[src/rtl/cmul_sched.sv]
// rtl/cmul_sched.sv - complex multiply sequencer sharing one real Q-format multiplier
// Optional feature: define CMUL_SAT_EN to saturate o_re/o_im instead of wrapping.

module cmul_sched #(
   parameter int N       = 16,
   parameter int Q       = 8,
   parameter int MUL_LAT = 3
) (
   input  logic         i_clk,
   input  logic         i_rst,
   input  logic         i_valid,
   output logic         o_ready,
   input  logic [N-1:0] i_ar,
   input  logic [N-1:0] i_ai,
   input  logic [N-1:0] i_br,
   input  logic [N-1:0] i_bi,
   output logic [N-1:0] o_mul_a,
   output logic [N-1:0] o_mul_b,
   output logic         o_mul_issue,
   input  logic [N-1:0] i_mul_p,
   output logic         o_valid,
   input  logic         i_out_ready,
   output logic [N-1:0] o_re,
   output logic [N-1:0] o_im
);

   if (Q < 0 || Q >= N || MUL_LAT < 1 || MUL_LAT > 7) begin : g_bad_cfg
      $error("cmul_sched: unsupported Q or MUL_LAT");
   end

   typedef enum logic [1:0] {S_IDLE, S_ISSUE, S_DRAIN, S_DONE} state_t;

   state_t               state_q;
   logic [1:0]           k_q;
   logic [2:0]           ret_q;
   logic [MUL_LAT-1:0]   lat_q;
   logic [N-1:0]         ar_q, ai_q, br_q, bi_q;
   logic [N-1:0]         p0_q, p1_q, p2_q;
   logic                 ready_q, valid_q, issue_q;
   logic [N-1:0]         mul_a_q, mul_b_q, re_q, im_q;
   logic [N-1:0]         re_d, im_d;
   logic                 capture;

   // lat_q is the issue strobe delayed by MUL_LAT; its tail marks a returning product
   assign capture = lat_q[MUL_LAT-1];

`ifdef CMUL_SAT_EN
   logic [N:0] re_w, im_w;

   always_comb begin
      re_w = {p0_q[N-1], p0_q} - {p1_q[N-1], p1_q};
      im_w = {p2_q[N-1], p2_q} + {i_mul_p[N-1], i_mul_p};
      re_d = re_w[N-1:0];
      im_d = im_w[N-1:0];
      if (re_w[N] != re_w[N-1])
         re_d = re_w[N] ? {1'b1, {(N-1){1'b0}}} : {1'b0, {(N-1){1'b1}}};
      if (im_w[N] != im_w[N-1])
         im_d = im_w[N] ? {1'b1, {(N-1){1'b0}}} : {1'b0, {(N-1){1'b1}}};
   end
`else
   always_comb begin
      re_d = p0_q - p1_q;
      im_d = p2_q + i_mul_p;
   end
`endif

   always_ff @(posedge i_clk or posedge i_rst) begin
      if (i_rst) begin
         state_q <= S_IDLE;
         k_q     <= '0;
         ret_q   <= '0;
         lat_q   <= '0;
         ar_q    <= '0;
         ai_q    <= '0;
         br_q    <= '0;
         bi_q    <= '0;
         p0_q    <= '0;
         p1_q    <= '0;
         p2_q    <= '0;
         ready_q <= 1'b1;
         valid_q <= 1'b0;
         issue_q <= 1'b0;
         mul_a_q <= '0;
         mul_b_q <= '0;
         re_q    <= '0;
         im_q    <= '0;
      end else begin
         lat_q[0] <= issue_q;
         for (int i = 1; i < MUL_LAT; i++) lat_q[i] <= lat_q[i-1];

         if (capture) begin
            case (ret_q)
               3'd0:    p0_q <= i_mul_p;
               3'd1:    p1_q <= i_mul_p;
               3'd2:    p2_q <= i_mul_p;
               default: ;
            endcase
            ret_q <= ret_q + 3'd1;
         end

         case (state_q)
            S_IDLE: begin
               if (i_valid) begin
                  ar_q    <= i_ar;
                  ai_q    <= i_ai;
                  br_q    <= i_br;
                  bi_q    <= i_bi;
                  k_q     <= 2'd0;
                  ret_q   <= 3'd0;
                  ready_q <= 1'b0;
                  issue_q <= 1'b1;
                  mul_a_q <= i_ar;
                  mul_b_q <= i_br;
                  state_q <= S_ISSUE;
               end
            end
            S_ISSUE: begin
               k_q <= k_q + 2'd1;
               case (k_q)
                  2'd0: begin mul_a_q <= ai_q; mul_b_q <= bi_q; end
                  2'd1: begin mul_a_q <= ar_q; mul_b_q <= bi_q; end
                  2'd2: begin mul_a_q <= ai_q; mul_b_q <= br_q; end
                  default: begin
                     mul_a_q <= '0;
                     mul_b_q <= '0;
                     issue_q <= 1'b0;
                     state_q <= S_DRAIN;
                  end
               endcase
            end
            S_DRAIN: begin
               // the fourth product is summed straight off the bus as it lands
               if (capture && ret_q == 3'd3) begin
                  re_q    <= re_d;
                  im_q    <= im_d;
                  valid_q <= 1'b1;
                  state_q <= S_DONE;
               end
            end
            default: begin
               if (i_out_ready) begin
                  valid_q <= 1'b0;
                  ready_q <= 1'b1;
                  state_q <= S_IDLE;
               end
            end
         endcase
      end
   end

   assign o_ready     = ready_q;
   assign o_valid     = valid_q;
   assign o_mul_issue = issue_q;
   assign o_mul_a     = mul_a_q;
   assign o_mul_b     = mul_b_q;
   assign o_re        = re_q;
   assign o_im        = im_q;

endmodule

[config.mk]
export PLATFORM = sky130hd
export DESIGN_NAME = cmul_sched
export DESIGN_NICKNAME = d
export VERILOG_FILES = /design/src/rtl/cmul_sched.sv
export SDC_FILE = /design/constraint.sdc
export NUM_CORES = 1
export LEC_CHECK = 0
export CELL_PAD_IN_SITES_DETAIL_PLACEMENT = 1
export CELL_PAD_IN_SITES_GLOBAL_PLACEMENT = 1
export CORE_AREA = 2 2 151 153
export DETAILED_ROUTE_END_ITERATION = 16
export DIE_AREA = 0 0 153 155
export HOLD_SLACK_MARGIN = 0.05
export PLACE_DENSITY_LB_ADDON = 0.05
export SETUP_SLACK_MARGIN = 0.2
export SYNTH_ARGS = -nofsm -noshare
export SYNTH_HDL_FRONTEND = slang
export SYNTH_SLANG_ARGS = --single-unit
[constraint.sdc]
create_clock -name i_clk -period 7.5 [get_ports i_clk]
set_input_delay 1.125 -clock i_clk [delete_from_list [all_inputs] [get_ports i_clk]]
set_output_delay 1.125 -clock i_clk [all_outputs]
set_load 0.02 [all_outputs]
; Word level (Yosys, flattened, before mapping)
; Cells that the tools add are included.
[word_totals]
register_bits = 189
output_inout_bits = 67
[classes]
n_eq_ne = 10
n_addsub = 4
n_reduce_logical = 23
bitwise = 2
mux = 25
[ops]
columns = cell, n
row1 = $pmux W16 S2, 4
row2 = $mux W16, 2
row3 = $add A16 B16 Y16, 1
row4 = $sub A16 B16 Y16, 1
row5 = $reduce_and A2 Y1, 6
row6 = $mux W2, 5
row7 = $mux W3, 3
row8 = $reduce_and A3 Y1, 3
row9 = $reduce_or A2 Y1, 4
row10 = $eq A3 B2 Y1 const B, 2
row11 = $mux W1, 6
row12 = $ne A2 B2 Y1 const B, 3
row13 = $pmux W1 S2, 3
row14 = $pmux W2 S3, 1
row15 = $reduce_bool A2 Y1, 3
row16 = $eq A2 B1 Y1 const B, 2
row17 = $eq A2 B2 Y1 const B, 2
row18 = $logic_not A2 Y1, 2
row19 = $pmux W2 S2, 1
row20 = $reduce_and A4 Y1, 1
row21 = $reduce_bool A4 Y1, 1
row22 = $add A3 B1 Y3 const B, 1
row23 = $eq A3 B1 Y1 const B, 1
row24 = $logic_not A3 Y1, 1
row25 = 4 further kinds, 5

; Longest topological paths before layout
[logic_depth]
ltp_word = 4
mapped_depth = 9
depth_no_buf = 9

; Worst setup path after synthesis
; No wires, ideal clock.
[synth_path]
path_kind = in2reg
from = in i_mul_p[0]
to = reg im_q[12], in the netlist o_im[12]
required_time_ns = 7.370
slack_ns = 4.663
cell_stages = 8
path_buffers = 0
arrival_ns = 2.707
setup_ns = 0.130
cell_sequence = ha_1 -> fa_1 -> a21oi_1 -> o21a_1 -> o31ai_2 -> a221oi_1 -> xor2_1 -> o21ai_1
[synth_via]
elab_chain_len = 1
[synth_rtl]
columns = element, line
row1 = start: declaration, 20  ; input logic [N-1:0] i_mul_p,
row2 = $add A16 B16 Y16, 63  ; im_d = p2_q + i_mul_p;
row3 = end signal: assignment, 135  ; im_q <= im_d;
row4 = end: declaration, 40  ; logic [N-1:0] mul_a_q, mul_b_q, re_q, im_q;
; Every way passes these cells.
; A chain may end at the register's enable or synchronous reset.

; Worst setup path after layout
; Same ends and word-level chain as after synthesis.

==> impl_metrics.env <==
export IMPL_hpwlAfterDp_mm=16.8
export IMPL_seq_area_frac_synth=0.509
export IMPL_cts_setup_buffers=0
export IMPL_coreArea_sq_mm=0.0222
export IMPL_finalSetupTns_ns=0
export IMPL_dieArea_sq_mm=0.0237
export IMPL_worstMarginPinSlew_ns=0.884
export IMPL_ios=151
export IMPL_syn_to_final_growth_pct=24.6
export IMPL_wirelength_mm=23.5
export IMPL_leakagePower_uw=0.00510
export IMPL_p_per_area_mw_per_mm2=490
export IMPL_n_antenna_cell=0
export IMPL_irDropWorstVdd_mv=0.209
export IMPL_grt_setup_unrepaired="false"
export IMPL_worstPathArrival_ns=3.44
export IMPL_clkTransAtPathRegs_ns=0.07
export IMPL_drc=0
export IMPL_finalWeightedCongestion=0.830
export IMPL_yosysMostFrequentCell="dfrtp_1"
export IMPL_syn_inst=836
export IMPL_initial_core_util=0.419
export IMPL_cts_root_buf="clkbuf_16"
export IMPL_hold_buffers=0
export IMPL_cts_buffer_depth=2
export IMPL_synth_xor_area_frac=0.0235
export IMPL_antenna_left=0
export IMPL_grt_ovfl_total=0
export IMPL_synth_area_sq_mm=0.00930
export IMPL_synth_top_area_cell="dfrtp_1"
export IMPL_dr_pass1_iters=4
export IMPL_skew_ns=0.0113
export IMPL_yosys_warnings=0
export IMPL_timing_final_ws_setup_ns=4.35
export IMPL_outcome="completed"
export IMPL_critPathLaunchType="input pin"
export IMPL_hold_class="register to register"
export IMPL_worstPathMaxFanout=4
export IMPL_synth_cell_types=58
export IMPL_place_ws_ns=3.88
export IMPL_syn_nets=964
export IMPL_cp_required_ns=7.80
export IMPL_nets=1093
export IMPL_synth_compound_area_frac=0.147
export IMPL_period_needed_ns=3.15
export IMPL_period_share=0.420
export IMPL_drive_above_1_share=0.168
export IMPL_fmax_mhz=318
export IMPL_setup_violations=0
export IMPL_yosys_top_cells_area="dfrtp_1 (51%), mux2_2 (14%), ha_1 (5.6%), nand2_1 (3.7%), a22o_1 (3.0%)"
export IMPL_core_rowCount=55
export IMPL_antenna_found_initial=2
export IMPL_wire_per_inst_um=18.7
export IMPL_drt_iter0_drc=195
export IMPL_die_height_um=155
export IMPL_slew_headroom=0.411
export IMPL_reg2reg_depth=6
export IMPL_drv_slew=0
export IMPL_port_buffers=150
export IMPL_clock_latency_ns=0.44
export IMPL_grt_pass1_wl_mm=39.0
export IMPL_die_w_um=153
export IMPL_ys_flop_type="dfrtp_1"
export IMPL_multi_input_area_sq_mm=0.00427
export IMPL_avgViaCountPerCell=5.39
export IMPL_grt_use_total=0.205
export IMPL_critical_path_endpoint_type="register"
export IMPL_max_cap_viol_count=0
export IMPL_synth_edf_count=0
export IMPL_cts_tree="done"
export IMPL_htree_levels=4
export IMPL_ctsResizeCount=0
export IMPL_ys_ff_latch=189
export IMPL_total_power_uw=5680
export IMPL_final_area_sq_mm=0.0116
export IMPL_synthArstFlopShare=1.00
export IMPL_finalHoldViolations=0
export IMPL_vias=6804
export IMPL_yosysTopAreaCellShare=0.506
export IMPL_seqCellArea_sq_mm=0.00473
export IMPL_n_fill_cell=2380
export IMPL_syn_avg_cell_area_sq_um=11.1
export IMPL_synthMuxAreaShare=0.137
export IMPL_path_class="input pin to register"
export IMPL_synth_top_family_by_area="compound AO/OA/AOI/OAI gates"
export IMPL_synth_common_cells="dfrtp_1 (188), mux2_2 (112), nand2_1 (92), a21oi_1 (53)"
export IMPL_numCtsBuffers=17
export IMPL_grt_max_degree=125
export IMPL_dpl_cell_area_sq_mm=0.0110
export IMPL_synthSimpleGateAreaFrac=0.0892
export IMPL_cts_sinks=189
export IMPL_synth_fa_ha_area_frac=0.0608
export IMPL_min_path_cells=0
export IMPL_grt_pass1_vias=7699
layer usage:
metal | track usage | vias up | share of wire
li1 | - | 3216 | -
met1 | 0.226 | 3425 | 0.40
met2 | 0.386 | 128 | 0.53
met3 | 0.0504 | 35 | 0.046
met4 | 0.0679 | 0 | 0.021
met5 | 0 | - | 0
critical path, stage by stage:
cell             delay (ns)
clkdlybuf4s50_1        0.45
ha_1                   0.25
fa_1                   0.41
a21oi_1                0.26
o21a_1                 0.22
o31ai_2                0.11
a221oi_1               0.33
xor2_1                 0.20
o21ai_1                0.08
report_power, final:
part | internal, uW | switching, uW | leakage (uW)
clock network | 437 | 429 | 0.000271
logic | 1380 | 1610 | 0.00258
registers | 1530 | 299 | 0.00225
total | 3350 | 2340 | 0.00510
cells by family after synthesis:
| group | Yosys count |
|---|---|
| AOI/OAI and AO/OA | 212 |
| DFF | 189 |
| and+or+nand+nor | 175 |
| muxes | 113 |
| buffers and inverters | 78 |
| adders and majority gates | 44 |
| xor gates and xnor gates | 25 |
through the flow:
step,hold slack [ns],utilization,cells
floorplan,0.331,-,836
global placement,0.336,0.496,1231
detailed placement,0.343,0.496,1231
CTS,0.359,0.521,1262
global route,0.371,0.521,1262
finish,0.356,0.521,1262
state kept, by name (all words and copies together), names as in the netlist, 2 cells and up:
register,cells
o_mul_b,16
o_mul_a,16
o_re,16
ai_q,16
o_im,16
lat_q,3
p0_q,16
br_q,16
p1_q,16
k_q,2
p2_q,16
bi_q,16
ar_q,16
state_q,2
ret_q,3
layout by cell type, fill, tap and decap left out, types with 10 or more instances in the layout:
master           count
a21o_1              10
nor2b_1             36
xor2_1              14
clkbuf_16           17
a22o_1              32
o21ai_1             29
inv_1               30
mux2_2             112
a21oi_1             53
ha_1                42
clkdlybuf4s50_1    150
nand2_1             91
dfrtp_1            188
xnor2_1             11
o21ai_0             42
nor2_1              13
layout make-up:
cell class | count | area share
repair buffers | 156 | 0.133
multi-input cells | 569 | 0.369
clock buffers | 17 | 0.0367
flip-flops and latches | 189 | 0.408
clock inverters | 14 | 0.0112
well taps | 285 | 0.0308
inverters | 32 | 0.0110
worst paths after layout:
kind | to | from | slack (ns)
setup / recovery | o_im[12]$_DFFE_PP0P_ | i_mul_p[0] | 4.35
hold / removal | lat_q[2]$_DFF_PP0_ | lat_q[1]$_DFF_PP0_ | 0.36
setup reg to reg | o_mul_a[0]$_DFFE_PP0P_ | k_q[0]$_DFFE_PP0P_ | 4.96
hold reg to reg | lat_q[2]$_DFF_PP0_ | lat_q[1]$_DFF_PP0_ | 0.36
max in group asynchronous | o_im[13]$_DFFE_PP0P_ | i_rst | 4.78
min in group asynchronous | o_re[14]$_DFFE_PP0P_ | i_rst | 1.27
Note: power is estimated with default switching activity, not from simulation.
